==> config.mk <==
export PLATFORM = sky130hd
export DESIGN_NAME = col_capture
export DESIGN_NICKNAME = d
export VERILOG_FILES = /design/src/rtl/colcap_pkg.sv /design/src/rtl/stable_counter.sv /design/src/rtl/col_capture.sv
export SDC_FILE = /design/constraint.sdc
export NUM_CORES = 1
export LEC_CHECK = 0
export CORE_MARGIN = 4
export CORE_UTILIZATION = 50
export DETAILED_ROUTE_END_ITERATION = 16
export GPL_TIMING_DRIVEN = 0
export PLACE_DENSITY_LB_ADDON = 0.25
export SLEW_MARGIN = 20
export SYNTH_ARGS = -nofsm -noshare
export SYNTH_HDL_FRONTEND = slang
export SYNTH_SLANG_ARGS = --single-unit
==> constraint.sdc <==
create_clock -name clk -period 2.3 [get_ports clk]
set_clock_uncertainty 0.05 [all_clocks]
set_input_delay 0.69 -clock clk [delete_from_list [all_inputs] [get_ports clk]]
set_output_delay 0.69 -clock clk [all_outputs]
set_load 0.02 [all_outputs]
==> src/rtl/colcap_pkg.sv <==
// Shared types and defaults for the keypad column capture block.
// Holds the FSM state encoding, the default WIDTH / STABLE_CYCLES values and
// the helper that sizes the stability counter.
package colcap_pkg;

  typedef enum logic [1:0] {
    ST_IDLE   = 2'd0,
    ST_SETTLE = 2'd1,
    ST_HOLD   = 2'd2
  } state_t;

  localparam int DEF_WIDTH         = 4;
  localparam int DEF_STABLE_CYCLES = 3;

  // Bits needed to hold the values 0..n. Floors at 1 so the counter is never zero-width.
  function automatic int cnt_width(input int n);
    int w;
    w = $clog2(n + 1);
    return (w < 1) ? 1 : w;
  endfunction

endpackage

==> src/rtl/stable_counter.sv <==
// Saturating match counter for the column capture debounce.
// Ports: clk, reset (sync, active-high), clear (->0), load (->1), inc (+1, saturating at MAX),
//        reached (the next inc brings the count to MAX).
// Priority: reset > clear > load > inc. The count never wraps.
module stable_counter #(
  parameter int MAX = 3,
  parameter int W   = 2
) (
  input  logic clk,
  input  logic reset,
  input  logic clear,
  input  logic load,
  input  logic inc,
  output logic reached
);

  logic [W-1:0] cnt;
  logic [W:0]   cnt_plus1;

  assign cnt_plus1 = {1'b0, cnt} + {{W{1'b0}}, 1'b1};
  assign reached   = (cnt_plus1 == (W+1)'(MAX));

  always_ff @(posedge clk) begin
    if (reset) begin
      cnt <= '0;
    end else if (clear) begin
      cnt <= '0;
    end else if (load) begin
      cnt <= W'(1);
    end else if (inc) begin
      if (cnt != W'(MAX)) begin
        cnt <= cnt + 1'b1;
      end
    end
  end

endmodule

==> src/rtl/col_capture.sv <==
// Keypad column capture: accepts a column value once it is seen on STABLE_CYCLES consecutive
// enabled samples, then holds it in colout with valid high until the consumer acks.
// Ports: clk, reset (sync, active-high), colen (sample enable), colin[WIDTH] (raw columns,
//        1 = active), ack (consumer acknowledge), colout[WIDTH], valid, busy (settling),
//        multi_err (rejected multi-bit sample pulse). All outputs registered.
// Optional: define COLCAP_ONEHOT_EN to accept only one-hot samples and flag multi-bit ones;
//           without it any nonzero sample qualifies and multi_err is tied low.
module col_capture
  import colcap_pkg::*;
#(
  parameter int WIDTH         = DEF_WIDTH,
  parameter int STABLE_CYCLES = DEF_STABLE_CYCLES
) (
  input  logic             clk,
  input  logic             reset,
  input  logic             colen,
  input  logic [WIDTH-1:0] colin,
  input  logic             ack,
  output logic [WIDTH-1:0] colout,
  output logic             valid,
  output logic             busy,
  output logic             multi_err
);

  localparam int CW = cnt_width(STABLE_CYCLES);

  state_t           state, state_n;
  logic [WIDTH-1:0] cand, cand_n;
  logic [WIDTH-1:0] colout_n;
  logic             valid_n;
  logic             busy_n;
  logic             err_n;
  logic             cnt_clear, cnt_load, cnt_inc;
  logic             reached;
  logic             qual;
  logic             multi;

`ifdef COLCAP_ONEHOT_EN
  assign qual  = $onehot(colin);
  assign multi = (colin != '0) && !$onehot(colin);
`else
  assign qual  = (colin != '0);
  assign multi = 1'b0;
`endif

  stable_counter #(
    .MAX (STABLE_CYCLES),
    .W   (CW)
  ) u_cnt (
    .clk     (clk),
    .reset   (reset),
    .clear   (cnt_clear),
    .load    (cnt_load),
    .inc     (cnt_inc),
    .reached (reached)
  );

  always_comb begin
    state_n   = state;
    cand_n    = cand;
    colout_n  = colout;
    valid_n   = valid;
    err_n     = 1'b0;
    cnt_clear = 1'b0;
    cnt_load  = 1'b0;
    cnt_inc   = 1'b0;

    case (state)
      ST_IDLE: begin
        if (colen) begin
          if (multi) begin
            err_n = 1'b1;
          end else if (qual) begin
            cand_n   = colin;
            cnt_load = 1'b1;
            // A single matching sample is already stable: capture on this edge.
            if (STABLE_CYCLES == 1) begin
              colout_n = colin;
              valid_n  = 1'b1;
              state_n  = ST_HOLD;
            end else begin
              state_n = ST_SETTLE;
            end
          end
        end
      end

      ST_SETTLE: begin
        if (colen && qual) begin
          if (colin == cand) begin
            cnt_inc = 1'b1;
            if (reached) begin
              colout_n = cand;
              valid_n  = 1'b1;
              state_n  = ST_HOLD;
            end
          end else begin
            // A different value restarts the run with itself as the new candidate.
            cand_n   = colin;
            cnt_load = 1'b1;
          end
        end else begin
          cnt_clear = 1'b1;
          state_n   = ST_IDLE;
          err_n     = colen && multi;
        end
      end

      ST_HOLD: begin
        // Inputs are ignored while holding; ack takes priority over any new sample.
        if (ack) begin
          valid_n   = 1'b0;
          cnt_clear = 1'b1;
          state_n   = ST_IDLE;
        end
      end

      default: begin
        state_n = ST_IDLE;
      end
    endcase

    busy_n = (state_n == ST_SETTLE);
  end

  always_ff @(posedge clk) begin
    if (reset) begin
      state     <= ST_IDLE;
      cand      <= '0;
      colout    <= '0;
      valid     <= 1'b0;
      busy      <= 1'b0;
      multi_err <= 1'b0;
    end else begin
      state     <= state_n;
      cand      <= cand_n;
      colout    <= colout_n;
      valid     <= valid_n;
      busy      <= busy_n;
      multi_err <= err_n;
    end
  end

endmodule
==> flow_summary.ini <==
[synth]
synth_top_area_cell = dfxtp_1
synth_xor_area_share_pct = 5.19
ys_ff_latch = 14
synth_cell_type_count = 35
syn_avg_cell_area_um2 = 9.27
synth_area_um2 = 843
synthMuxAreaShare_pct = 9.50
synth_edf_count = 0
yosysWarnings = 0
yosysTopAreaCellShare_pct = 33.2
syn_nets = 105
synth_area_leaders = dfxtp_1 33%, mux2i_1 9.5%, ha_1 8.9%, nand2b_1 8.2%, xnor2_1 5.2%
synth_seq_area_share_pct = 33.2
synthAdderAreaFrac_pct = 8.90
syn_inst = 91
synth-main-ff-cell = dfxtp_1
synth-compound-area-share_pct = 15.4
synthArstFlopShare_pct = 0
synth-simple-area-share_pct = 22.8
synth_top_family_by_area = simple AND/OR/NAND/NOR gates

[die]
die_y_um = 49.1
die_x_um = 49.1
pin_count = 15
dieArea_mm2 = 0.00241
core-area_mm2 = 0.00154
initial_core_util_pct = 54.7
row_count = 14

[sta]
hold_ws_ns = 0.430
report.final.slew_viol_count = 0
min_period_ns = 2.16
slew-limit-headroom_pct = 63.4
setup_viol = 0
fmax_ghz = 0.462
hold_viol = 0
rsz0062_at_grt = no
tightest_slew_ns = 0.549
finalCritPeriodShare_pct = 94.1

[global_routing]
antenna_found_initial = 0
grt_overflow = 0
grt_max_degree = 11
grt_first_pass_wirelength_um = 2810
grtUsageTotal_pct = 14.5
first_global_vias = 684

[placement]
io_buffers = 13
place_congestion = 0.740
dpl.hpwl_um = 1220
place_area_um2 = 993

[hold_path]
holdPathEnd = colout[2]
hold_depth = 2
hold_path.class = reg2reg
worstHoldStart = colout[2]

[critical_path]
reg2reg_setup_slack_ns = 0.58
r2r-start = cand[3]
startpoint_type = input port
cpPeakStageDelay_ns = 0.44
crit_arrival_ns = 2.31
r2r-end = valid
rr_worst_depth = 4
path_class = in2reg
cp.required_ns = 2.45
worstPathCellList = dlygate4sd2_1 > o41a_1 > buf_6 > and2_4 > or3_4 > a221oi_2
slowest_stage = o41a_1
worstPathMaxFanout = 10
cp-end-kind = register

[route]
viasPerCell = 5.60
wire_per_inst_um = 12.6
drt-met1-wl_um = 756
totalWireLength_um = 1560
drt-pass1-iter-count = 4
dr.max_layer_used = met4
ant_nets = 0
wl_met3_um = 65
vias = 695
wl_met2_um = 695
drt_first_iter_violations = 11
drc_errors = 0

[clocking]
cts_max_level = 1
clock-sinks = 14
clock-root-buffer = clkbuf_4
clk_path_buf_depth = 2
cts_tree = built
clk_latency_ns = 0.28
numCtsBuffers = 3
clk_pin_slew_ns = 0.08

[layout]
insertedDiodeCount = 0
nets = 124
area_growth_pct = 21.2
final_cell_area_mm2 = 0.00102
drive_gt1_share_pct = 11.1

[pwr]
p_per_area_mw_per_mm2 = 504
power_mw = 0.515
peakVddDrop_v = 0.000397
p_leak_nw = 0.420

[run_status]
status = completed

[job]
cap_violations = 0
==> synth_stat cells, types with 2 or more instances <==
cell type  count
a21oi_1        4
a31oi_1        2
dfxtp_1       14
ha_1           6
inv_1          4
mux2i_1        8
nand2_1        6
nand2b_1      11
nor2_1         3
o21ai_0        4
xnor2_1        5
==> registers in the layout, indices dropped and copies added, names as in the netlist <==
signal and count:
cand 4, colout 4, state 2, u_cnt.cnt 2, busy 1, valid 1
==> worst max path at each step <==
stage,start,end,slack [ns]
floorplan,colin[1],busy,0.17
global placement,colin[1],busy,-0.37
detailed placement,colin[1],busy,-0.37
CTS,colin[1],busy,0.03
global route,colin[0],busy,0.06
finish,colin[0],busy,0.14
==> power by group <==
| group | switching, mW | internal [mW] |
|---|---|---|
| Sequential | 0.00753 | 0.254 |
| Clock | 0.0789 | 0.0608 |
| Combinational | 0.0561 | 0.0578 |
==> worst max-delay path, delay by kind of cell <==
family	cells	cell delay, ns
compound gates	2	0.65
simple gates	2	0.56
buf+inv	2	0.41
==> layout make-up <==
| class | count | area (um2) |
|---|---|---|
| Fill cell | 136 | 519 |
| Timing Repair Buffer | 14 | 136 |
| Tap cell | 16 | 20.0 |
| Sequential cell | 14 | 280 |
| Multi-Input combinational cell | 70 | 526 |
| Clock buffer | 3 | 22.5 |
| Inverter | 4 | 15.0 |
| Buffer | 3 | 22.5 |
==> stage by stage <==
step	setup TNS, ns	worst slack, ns	utilization [%]	cells
after floorplan	0	0.175	-	91
after global placement	-2.15	-0.368	64.4	120
after detailed placement	-2.33	-0.369	64.4	120
after CTS	0	0.0315	66.2	124
after global routing	0	0.0639	66.3	124
final	0	0.137	66.3	124
==> metal layers <==
| layer | vias to the layer above | track usage, % |
|---|---|---|
| li1 | 354 | - |
| met1 | 321 | 17.1 |
| met2 | 15 | 24.0 |
| met3 | 5 | 2.14 |
| met4 | 0 | 9.42 |
| met5 | - | 0 |
==> logic make-up (layout without fill, tap and decap cells) <==
kind of cell / Yosys count / count (layout)
compound gates: 18 / 18
xor+xnor: 5 / 5
other cells: 1 / 1
simple gates: 32 / 32
fa+ha+maj: 6 / 6
mux: 8 / 8
buf+inv: 7 / 24
flops: 14 / 14
==> timing repair <==
action | CTS | global route
buffers inserted | 1 | 0
endpoints found under the setup margin | 2 | 2
hold buffers | 0 | 0
pin swaps | 2 | 2
gates resized for setup | 3 | 1
hold endpoints to repair | 0 | 0
==> cell usage in the layout (no fill, tap or decap), types with 2 or more instances in the layout <==
| cell | instances |
|---|---|
| dfxtp_1 | 14 |
| nand2b_1 | 11 |
| clkdlybuf4s50_1 | 9 |
| mux2i_1 | 8 |
| nand2_1 | 6 |
| ha_1 | 6 |
| xnor2_1 | 5 |
| inv_1 | 4 |
| o21ai_0 | 4 |
| a21oi_1 | 4 |
| nor2_1 | 3 |
| clkbuf_4 | 3 |
| dlygate4sd2_1 | 3 |
| a31oi_1 | 2 |
| buf_4 | 2 |
Note: power is estimated with default switching activity, not from simulation.
